## src/rtl/fifo_flex.sv

```systemverilog
// fifo_flex: single-clock FIFO with any DEPTH, an occupancy count,
// almost-full/almost-empty thresholds, overflow/underflow error pulses,
// and a choice of show-ahead (FWFT=1) or registered (FWFT=0) read.
module fifo_flex #(
  parameter int WIDTH      = 256,
  parameter int DEPTH      = 4,
  parameter int AFULL_THR  = 3,
  parameter int AEMPTY_THR = 1,
  parameter int FWFT       = 1,
  localparam int CW        = $clog2(DEPTH+1)
) (
  input  logic             clk,
  input  logic             rst,
  input  logic             wr_en,
  input  logic [WIDTH-1:0] wr_data,
  input  logic             rd_en,
  output logic [WIDTH-1:0] rd_data,
  output logic             rd_valid,
  output logic             full,
  output logic             empty,
  output logic             almost_full,
  output logic             almost_empty,
  output logic [CW-1:0]    count,
  output logic             overflow,
  output logic             underflow
);

  localparam int PW = $clog2(DEPTH);

  // Reject parameter sets that would make the flags meaningless.
  if (DEPTH < 2 || AFULL_THR < 1 || AFULL_THR > DEPTH ||
      AEMPTY_THR < 0 || AEMPTY_THR >= DEPTH) begin : g_bad_params
    $error("fifo_flex: illegal DEPTH/AFULL_THR/AEMPTY_THR combination");
  end

  logic [WIDTH-1:0] mem [DEPTH];
  logic [PW-1:0]    wrptr, rdptr;
  logic             wr_ok, rd_ok;

  // DEPTH need not be a power of two, so wrap on an explicit compare.
  function automatic logic [PW-1:0] ptr_inc(input logic [PW-1:0] p);
    return (p == PW'(DEPTH-1)) ? '0 : p + 1'b1;
  endfunction

  // Flags decode straight from the count register.
  assign full         = (count == CW'(DEPTH));
  assign empty        = (count == '0);
  assign almost_full  = (count >= CW'(AFULL_THR));
  assign almost_empty = (count <= CW'(AEMPTY_THR));

  // A pop frees a slot this cycle, so a full FIFO may accept a write alongside it.
  assign rd_ok = rd_en & ~empty;
  assign wr_ok = wr_en & (~full | rd_ok);

  // Storage: not reset; writes are ignored while rst is held.
  always_ff @(posedge clk) begin
    if (wr_ok && !rst) mem[wrptr] <= wr_data;
  end

  // Pointers, occupancy and the one-cycle error pulses.
  always_ff @(posedge clk) begin
    if (rst) begin
      wrptr     <= '0;
      rdptr     <= '0;
      count     <= '0;
      overflow  <= 1'b0;
      underflow <= 1'b0;
    end else begin
      if (wr_ok) wrptr <= ptr_inc(wrptr);
      if (rd_ok) rdptr <= ptr_inc(rdptr);
      if (wr_ok && !rd_ok)      count <= count + 1'b1;
      else if (rd_ok && !wr_ok) count <= count - 1'b1;
      overflow  <= wr_en & ~wr_ok;
      underflow <= rd_en & empty;
    end
  end

  if (FWFT != 0) begin : g_fwft
    // Head word is always presented; valid whenever something is stored.
    assign rd_data  = mem[rdptr];
    assign rd_valid = ~empty;
  end else begin : g_reg
    logic [WIDTH-1:0] rd_data_q;
    logic             rd_valid_q;
    // Registered read: data lands one cycle after the accepted pop and holds after.
    always_ff @(posedge clk) begin
      if (rst) begin
        rd_data_q  <= '0;
        rd_valid_q <= 1'b0;
      end else begin
        rd_valid_q <= rd_ok;
        if (rd_ok) rd_data_q <= mem[rdptr];
      end
    end
    assign rd_data  = rd_data_q;
    assign rd_valid = rd_valid_q;
  end

endmodule

```

## config.mk

```make
export PLATFORM = sky130hd
export DESIGN_NAME = fifo_flex
export DESIGN_NICKNAME = d
export VERILOG_FILES = /design/src/rtl/fifo_flex.sv
export SDC_FILE = /design/constraint.sdc
export NUM_CORES = 1
export LEC_CHECK = 0
export ABC_AREA = 0
export CAP_MARGIN = 20
export CORE_MARGIN = 2
export CORE_UTILIZATION = 30
export CTS_CLUSTER_DIAMETER = 100
export DETAILED_ROUTE_END_ITERATION = 7
export PLACE_DENSITY = 0.51
export SYNTH_ARGS = -nofsm -noshare
export SYNTH_HDL_FRONTEND = slang
export SYNTH_SLANG_ARGS = --single-unit
```

## constraint.sdc

```tcl
create_clock -name clk -period 21.4 [get_ports clk]
set_clock_uncertainty 0.1 [all_clocks]
set_input_delay 4.28 -clock clk [delete_from_list [all_inputs] [get_ports clk]]
set_output_delay 4.28 -clock clk [all_outputs]
set_load 0.01 [all_outputs]
```

==> out/metrics.yaml, run 1 <==
outcome: "complete, no violations"
fin_setup_tns_ps: 0
p_sw_share_pct: 24.6
dr.pass1.iters: 4
ir_drop_v: 0.0000759
drt_wl_total_um: 86300
cts_setup_buffers: 0
synthMuxAreaShare_pct: 15.4
synth_most_common_cell: "edfxtp_1"
grt_max_degree: 133
first_global_vias: 18300
finalCriticalPeriod_ps: 9080
cts_tree: "built"
drc_errors: 0
cts_resized: 0
slew_violations: 0
rsz0062_at_grt: "false"
clock_power_share_pct: 35.1
path_class: "reg -> out"
timing.hold.ws_ps: 476
nNetsFinal: 2277
crit_fanout: 132
hpwl_um: 52700
synth_top_family_by_area: "multiplexers"
die_y_um: 358
p_leak_nw: 14.9
crit_required_ps: 17020
synth_nets: 1677
async_flop_share_pct: 0
synth_area_leaders: "edfxtp_1 (82%), mux4_2 (15%), buf_6 (0.84%), dfxtp_1 (0.59%), ha_1 (0.37%)"
final_area_sq_mm: 0.0483
max_freq_mhz: 110
crit_path_end_kind: "output pin"
clock_latency_ps: 700
ctsHoldBuffers: 0
clock_path_buffers: 3
postSynth.topFlopCell: "edfxtp_1"
synth_top_cell_area_share_pct: 81.8
die_area_sq_mm: 0.128
powerDensity_mw_per_mm2: 112
overflow: 0
vias_per_cell: 4.52
slew_headroom_pct: 15.5
synthXorXnorAreaFrac_pct: 0.0466
intPower_w: 0.00407
h-tree-depth: 3
grt_pass1_wl_um: 123000
yosys.area_share.simple_pct: 0.379
clock_sinks: 1035
cts-root-buf: "clkbuf_16"
seqCellArea_sq_mm: 0.0310
drt_iter0_drc: 1134
antenna_found_initial: 25
ys_warn_count: 0
ys_ff_latch: 1035
place_congestion: 0.718
numCtsBuffers: 110
drtAntennaViolNets: 0
maxCapViolCount: 0
hp-class: "reg -> reg"
grt_use_total_pct: 13.2
cp.arrival_ps: 4700
tightest_slew_ps: 1270
dpl_cell_area_sq_mm: 0.0447
synth_edf_count: 1024
postSynthCellCount: 1406
rows: 129
synth-compound-area-share_pct: 0.180
synth.top_cells.by_count: "edfxtp_1 (1024), mux4_2 (256), buf_6 (28)"
port_buffers: 525
die_w_um: 358
r2r_slack_ps: 17050
p_sw_w: 0.00133
clk_pin_slew_ps: 60
synth_cell_types: 30
start_kind: "flop"
p_seq_share_pct: 43.9
syn2layout_area_growth_pct: 28.5
multi_input_area_sq_mm: 0.00615
drive_gt1_share_pct: 21.3
syn-cell-area_sq_mm: 0.0376
finalCritPeriodShare_pct: 42.4
final-hold-violation-count: 0
wl_per_cell_um: 23.1
pwr-share-comb_pct: 21.0
synthAdderAreaFrac_pct: 0.366
initial_core_util_pct: 30.3
synth_top_area_cell: "edfxtp_1"
yosysSeqAreaShare_pct: 82.4
boundaryPins: 526
fin_util_pct: 39.0
coreArea_sq_mm: 0.124
syn_area_per_cell_sq_um: 26.7
via_count: 16900
finalSetupViolCount: 0
fillers: 11000
## state kept, by name, summed over array words and instances, names as in the netlist, named ones only
signal / flops
count: 3
mem: 1024
overflow: 1
rdptr: 2
underflow: 1
wrptr: 2
## worst max-delay path, cell delays in order (launching register included)
cell             delay, ps
dfxtp_4                940
buf_12                 480
buf_4                  960
mux4_2                 360
clkdlybuf4s50_1        670
## placed cells by master (no fill, tap or decap), types with 9 or more instances in the layout
cell type        instances
buf_4                   18
clkinv_1                29
bufinv_16               13
dfxtp_1                  9
clkdlybuf4s50_1        525
edfxtp_1              1024
ha_1                    11
clkbuf_16              114
clkbuf_1                16
mux4_2                 256
clkinv_2                20
## metrics by stage
stage,power (W),instances,setup slack (ps)
global placement,0.00358,3531,12830
detailed placement,0.00358,3531,12850
CTS,0.00551,3737,12220
global route,0.00563,3739,12110
floorplan,0.00302,1406,10200
finish,0.00540,3742,12320
## routing by layer
| layer | global-route usage (%) | wire [um] |
|---|---|---|
| met3 | 6.05 | 8310 |
| met5 | 0 | 265 |
| met2 | 21.7 | 42300 |
| met4 | 4.41 | 2210 |
| met1 | 15.4 | 33200 |
## final timing paths
check / start / end / cells past startpoint
max: flop / rd_data[148] / 4
max reg2reg: count[0] / mem[1][157] / 7
min reg2reg: wrptr[1] / wrptr[1] / 2
min: wrptr[1] / wrptr[1] / 2
## kinds of logic (layout without fill, tap and decap cells)
logic type | count (synthesis) | in the layout
DFF | 1035 | 1035
muxes | 257 | 257
buffers and inverters | 65 | 759
and+or+nand+nor | 24 | 24
AOI/OAI and AO/OA | 12 | 12
adders and majority gates | 11 | 11
xor gates and xnor gates | 2 | 2
other | 0 | 5
## power groups by stage
stage                     Combinational, W  Clock (W)  Sequential [W]
after floorplan                   0.000608          0         0.00241
after global placement             0.00117          0         0.00241
after detailed placement           0.00117          0         0.00242
after CTS                          0.00117    0.00196         0.00237
after global routing               0.00122    0.00203         0.00238
final                              0.00113    0.00190         0.00237
## layout make-up
class	count	share of cell area, %
inverters	7	0.0596
flip-flops and latches	1035	64.1
repair buffers	546	11.3
multi-input cells	306	12.7
well taps	1637	4.24
diodes	5	0.0259
clock inverters	75	1.49
clock buffers	131	6.06
Note: power is estimated with default switching activity, not from simulation.
==> run 2: changes to the inputs <==
Clock period 21.4 ns to 9.3 ns, I/O delays scaled along.
==> run 2 against run 1 <==
Clock power grew 120%. First-iteration DRC count shrank 8.5%. Count of clock-buffer cells in the layout grew 6. Routed wire length shrank 0.27%. Utilization is essentially flat. Flip-flop and latch count is the same. Die area is the same. Register-to-register slack lost 11000 ps. Critical path depth shrank 1. Combinational power grew 130%. Power grew 130%. Highest routed layer unchanged.
==> out/metrics.yaml, run 2 (synthesis results as in run 1) <==
clock_latency_ps: 700  # about the same
antenna_found_initial: 21  # was 25
timing.rr.end: "mem[1][65]"  # was mem[1][157]
ctsHoldBuffers: 0  # unchanged
fillers: 11100  # was 11.0k
maxCapViolCount: 0  # unchanged
hold_path_depth: 2  # unchanged
hp-class: "reg -> reg"  # unchanged
place_congestion: 0.707  # was 0.718
final_area_sq_mm: 0.0483  # about the same
grt_use_total_pct: 13.2  # about the same
finalCriticalPeriod_ps: 5650
boundaryPins: 526  # unchanged
cts_setup_buffers: 0  # unchanged
drtAntennaViolNets: 0  # unchanged
max_freq_mhz: 177
slew_headroom_pct: 9.75  # was 15.5%
largest_reg_flops: 1024  # unchanged
drive_gt1_share_pct: 20.9  # was 21.3%
die_y_um: 358  # unchanged
place_ws_ps: 4230  # was 12850 ps
most-common-layout-cells: "edfxtp_1 (1024), clkdlybuf4s50_1 (525), mux4_2 (256)"  # unchanged
cts_tree: "built"  # unchanged
via_count: 17000  # was 16.9k
reg_top3: "mem x1024, count x3"  # unchanged
crit_path_end_kind: "output pin"  # unchanged
die_area_sq_mm: 0.128  # unchanged
power.total_w: 0.0123  # was 0.00540 W
initial_core_util_pct: 30.3  # unchanged
top_register: "mem"  # unchanged
final-hold-violation-count: 0  # unchanged
clock_sinks: 1035  # unchanged
finalCritPeriodShare_pct: 60.7
start_kind: "flop"  # unchanged
rows: 129  # unchanged
powerDensity_mw_per_mm2: 254  # was 112 mW/mm^2
drt_iter0_drc: 1038  # was 1134
fin_setup_tns_ps: 0  # unchanged
drc_errors: 0  # unchanged
grt_pass1_wl_um: 124000  # was 123000 um
die_w_um: 358  # unchanged
drt_wl_total_um: 86100  # was 86300 um
path_class: "reg -> out"  # unchanged
layout_commonest_cell: "edfxtp_1"  # unchanged
clock_path_buffers: 3  # unchanged
coreArea_sq_mm: 0.124  # unchanged
rsz0062_at_grt: "false"  # unchanged
dpl_cell_area_sq_mm: 0.0447  # about the same
layout_setup_ws_ps: 3650  # was 12320 ps
syn2layout_area_growth_pct: 28.4  # was 28.5%
numCtsBuffers: 111  # was 110
vias_per_cell: 4.54  # was 4.52
r2r-start: "count[0]"  # unchanged
cts-root-buf: "clkbuf_16"  # unchanged
cts_resized: 0  # unchanged
ir_drop_v: 0.000200  # was 0.0000759 V
grt_max_degree: 130  # was 133
p_leak_nw: 14.8  # was 14.9 nW
slew_violations: 0  # unchanged
h-tree-depth: 3  # unchanged
tightest_slew_ps: 1350  # was 1270 ps
finalSetupViolCount: 0  # unchanged
first_global_vias: 18300  # about the same
hpwl_um: 50400  # was 52700 um
nNetsFinal: 2270  # was 2277
crit_required_ps: 7340  # was 17020 ps
clk_pin_slew_ps: 60  # about the same
outcome: "complete, no violations"  # unchanged
r2r_cells: 6  # was 7
wl_per_cell_um: 23.0  # was 23.1 um
r2r_slack_ps: 5820  # was 17050 ps
crit_fanout: 101  # was 132
port_buffers: 525  # unchanged
dr.pass1.iters: 4  # unchanged
overflow: 0  # unchanged
endpoint: "rd_data[14]"  # was rd_data[148]
cp.arrival_ps: 3690  # was 4700 ps
## run 2: changes by cell type in the layout (fill, tap and decap cells not counted), sizes merged
cell	previous run	this run
inv	14	9
clkbuf	131	137
clkinv	51	50
bufinv	13	8
diode	5	6
buf	21	13
clkinvlp	4	10
## run 2: routing by layer
metal / part of all wire [%] / track usage [%]
met1: 38 / 15.3
met2: 50 / 21.7
met3: 9.5 / 6.11
met4: 2.4 / 4.11
met5: 0.23 / 0
## run 2: through the flow
stage                     hold slack, ps  util (%)  cells
after floorplan                      372         -   1406
after global placement               427      36.1   3523
after detailed placement             442      36.1   3523
after CTS                            454      38.9   3730
after global routing                 483      38.9   3734
final                                438      38.9   3736
## run 2: cell type report
type | count | area (sq um) | area share [%]
Sequential cell | 1035 | 31000 | 64.2
Multi-Input combinational cell | 306 | 6150 | 12.7
Timing Repair Buffer | 538 | 5500 | 11.4
Clock buffer | 137 | 2960 | 6.13
Tap cell | 1637 | 2050 | 4.24
Clock inverter | 70 | 584 | 1.21
Inverter | 7 | 28.8 | 0.0596
Antenna cell | 6 | 15.0 | 0.0311
## run 2: worst max-delay path, stage by stage (launching register included)
cell             delay [ps]
dfxtp_4                 880
buf_12                  500
mux4_2                  600
clkdlybuf4s50_1         570
## run 2: how the worst min path moves through the flow
stage | startpoint | end | slack, ps
after floorplan | rdptr[1] | flop | 370
after global placement | rdptr[1] | flop | 430
after detailed placement | rdptr[1] | flop | 440
after CTS | rdptr[1] | flop | 450
after global routing | rdptr[1] | flop | 480
final | rdptr[1] | flop | 440
## run 2: where the power goes
part | switching, W | internal [W] | total [W]
logic | 0.00117 | 0.00141 | 0.00258
clock network | 0.00177 | 0.00248 | 0.00424
registers | 0.0000949 | 0.00536 | 0.00546
total | 0.00303 | 0.00925 | 0.0123
==> run 3: changes to the inputs <==
Clock period 9.3 ns to 5.63 ns, I/O delays scaled along.
==> run 3 against run 2 <==
Worst setup slack worse by 2400 ps. Sequential share of layout area decreased by 0.43 points. Die area unchanged. Flip-flop and latch count did not move. Register-to-register slack got worse by 3400 ps. Utilization increased by 0.27 points. Routed wire length is 1.9% higher. Non-clock buffer count up 49. Count of clock-buffer cells in the layout increased by 5. Largest cell class unchanged. Largest power group unchanged. Highest routed layer unchanged.
==> out/metrics.yaml, run 3 (synthesis results as in run 1) <==
die_w_um: 358  # unchanged
vias_per_cell: 4.57  # was 4.54
fin_util_pct: 39.2  # was 38.9%
via_count: 17200  # was 17.0k
fillers: 11000  # was 11.1k
cts-root-buf: "clkbuf_16"  # unchanged
boundaryPins: 526  # unchanged
multi_input_area_sq_mm: 0.00615  # unchanged
initial_core_util_pct: 30.3  # unchanged
cp_cell_sequence: "buf_12, mux4_2, clkdlybuf4s50_1"  # unchanged
crit_fanout: 41  # was 101
critical_path.max_stage_delay_ps: 880  # about the same
clock_sinks: 1035  # unchanged
critPathTopFamily: "buffers and inverters"  # unchanged
clk_pin_slew_ps: 60  # about the same
max_freq_mhz: 227
crit_path_end_kind: "output pin"  # unchanged
slew_headroom_pct: 34.0  # was 9.75%
drc_errors: 0  # unchanged
hold_path_depth: 2  # unchanged
wl_per_cell_um: 23.3  # was 23.0 um
hold_start: "rdptr[1]"  # unchanged
rows: 129  # unchanged
p_leak_nw: 15.0  # was 14.8 nW
antenna_found_initial: 11  # was 21
largest_reg_flops: 1024  # unchanged
powerDensity_mw_per_mm2: 414  # was 254 mW/mm^2
start_kind: "flop"  # unchanged
syn2layout_area_growth_pct: 29.2  # was 28.4%
layout_commonest_cell: "edfxtp_1"  # unchanged
timing.rr.end: "mem[2][66]"  # was mem[1][65]
clock_path_buffers: 3  # unchanged
h-tree-depth: 3  # unchanged
dr.pass1.iters: 4  # unchanged
hp-class: "reg -> reg"  # unchanged
ctsHoldBuffers: 0  # unchanged
slew_violations: 0  # unchanged
path_class: "reg -> out"  # unchanged
cts_resized: 0  # unchanged
final-hold-violation-count: 0  # unchanged
r2r_cells: 6  # unchanged
seqCellArea_sq_mm: 0.0310  # unchanged
nNetsFinal: 2316  # was 2270
finalCritPeriodShare_pct: 78.2
place_congestion: 0.741  # was 0.707
crit_required_ps: 4400  # was 7340 ps
slowest_stage: "dfxtp_4"  # unchanged
outcome: "complete, no violations"  # unchanged
port_buffers: 525  # unchanged
grt_max_degree: 57  # was 130
ir_drop_v: 0.000267  # was 0.000200 V
maxCapViolCount: 0  # unchanged
drt_wl_total_um: 87800  # was 86100 um
die_y_um: 358  # unchanged
crit_buf_inv: 2  # unchanged
hpwl_um: 56100  # was 50400 um
grt_use_total_pct: 13.5  # was 13.2%
numCtsBuffers: 108  # was 111
tightest_slew_ps: 990  # was 1350 ps
finalCriticalPeriod_ps: 4400
fin_setup_tns_ps: 0  # unchanged
cp.arrival_ps: 3170  # was 3690 ps
drive_gt1_share_pct: 21.9  # was 20.9%
clock_latency_ps: 650  # was 700 ps
die_area_sq_mm: 0.128  # unchanged
drtAntennaViolNets: 0  # unchanged
most-common-layout-cells: "edfxtp_1 (1024), clkdlybuf4s50_1 (525), mux4_2 (256)"  # unchanged
cts_tree: "built"  # unchanged
cts_setup_buffers: 0  # unchanged
layoutNonFillerInstCount: 3773  # was 3736
finalSetupViolCount: 0  # unchanged
reg_top3: "mem x1024, count x3"  # unchanged
drt_iter0_drc: 1383  # was 1038
coreArea_sq_mm: 0.124  # unchanged
rsz0062_at_grt: "false"  # unchanged
r2r-start: "count[0]"  # unchanged
grt_pass1_wl_um: 127000  # was 124000 um
top_register: "mem"  # unchanged
r2r_slack_ps: 2420  # was 5820 ps
placed_cells: 3572  # was 3523
first_global_vias: 18700  # was 18.3k
overflow: 0  # unchanged
-- run 3: cell count changes in the layout (fill, tap and decap cells not counted), sizes merged --
cell and change:
buf +49, clkinv -9, clkinvlp -6, clkbuf +5, inv +4, bufinv -3
diode -3
-- run 3: worst max path at each step --
stage	end	slack [ps]	depth (start not counted)
after floorplan	mem[0][0]	470	3
after CTS	rd_data[160]	1030	3
after detailed placement	mem[2][227]	1480	5
after global placement	mem[2][66]	1500	5
after global routing	rd_data[160]	1000	3
final	rd_data[160]	1230	3
-- run 3: area by class of cell --
type | instances | share of cell area [%]
Sequential cell | 1035 | 63.7
Multi-Input combinational cell | 306 | 12.7
Timing Repair Buffer | 587 | 12.4
Clock buffer | 142 | 5.98
Tap cell | 1637 | 4.21
Clock inverter | 56 | 0.971
Inverter | 7 | 0.0592
Antenna cell | 3 | 0.0154
-- run 3: metal layers --
| layer | wire length [um] | global-route usage (%) |
|---|---|---|
| met2 | 42900 | 21.7 |
| met1 | 36700 | 18.0 |
| met4 | 1560 | 3.71 |
| met3 | 6510 | 3.84 |
| met5 | 114 | 0 |
-- run 3: per-stage QoR --
step / worst slack [ps] / power (W) / instance area [sq um] / hold slack, ps
floorplan: 470 / 0.0114 / 37600 / 372
global placement: 1500 / 0.0136 / 45200 / 380
detailed placement: 1480 / 0.0137 / 45200 / 401
CTS: 1030 / 0.0205 / 48600 / 406
global route: 1000 / 0.0210 / 48600 / 456
finish: 1230 / 0.0201 / 48600 / 407
-- run 3: power breakdown --
group,internal (W),switching (W)
sequential,0.00885,0.000171
clock,0.00386,0.00288
combinational,0.00241,0.00196
-- run 3: worst reg2reg max path, stage by stage, from the launching register on --
cell	delay, ps
dfxtp_1	440
inv_1	130
ha_1	280
and2_2	230
a21oi_1	310
and2_4	860
buf_4	510
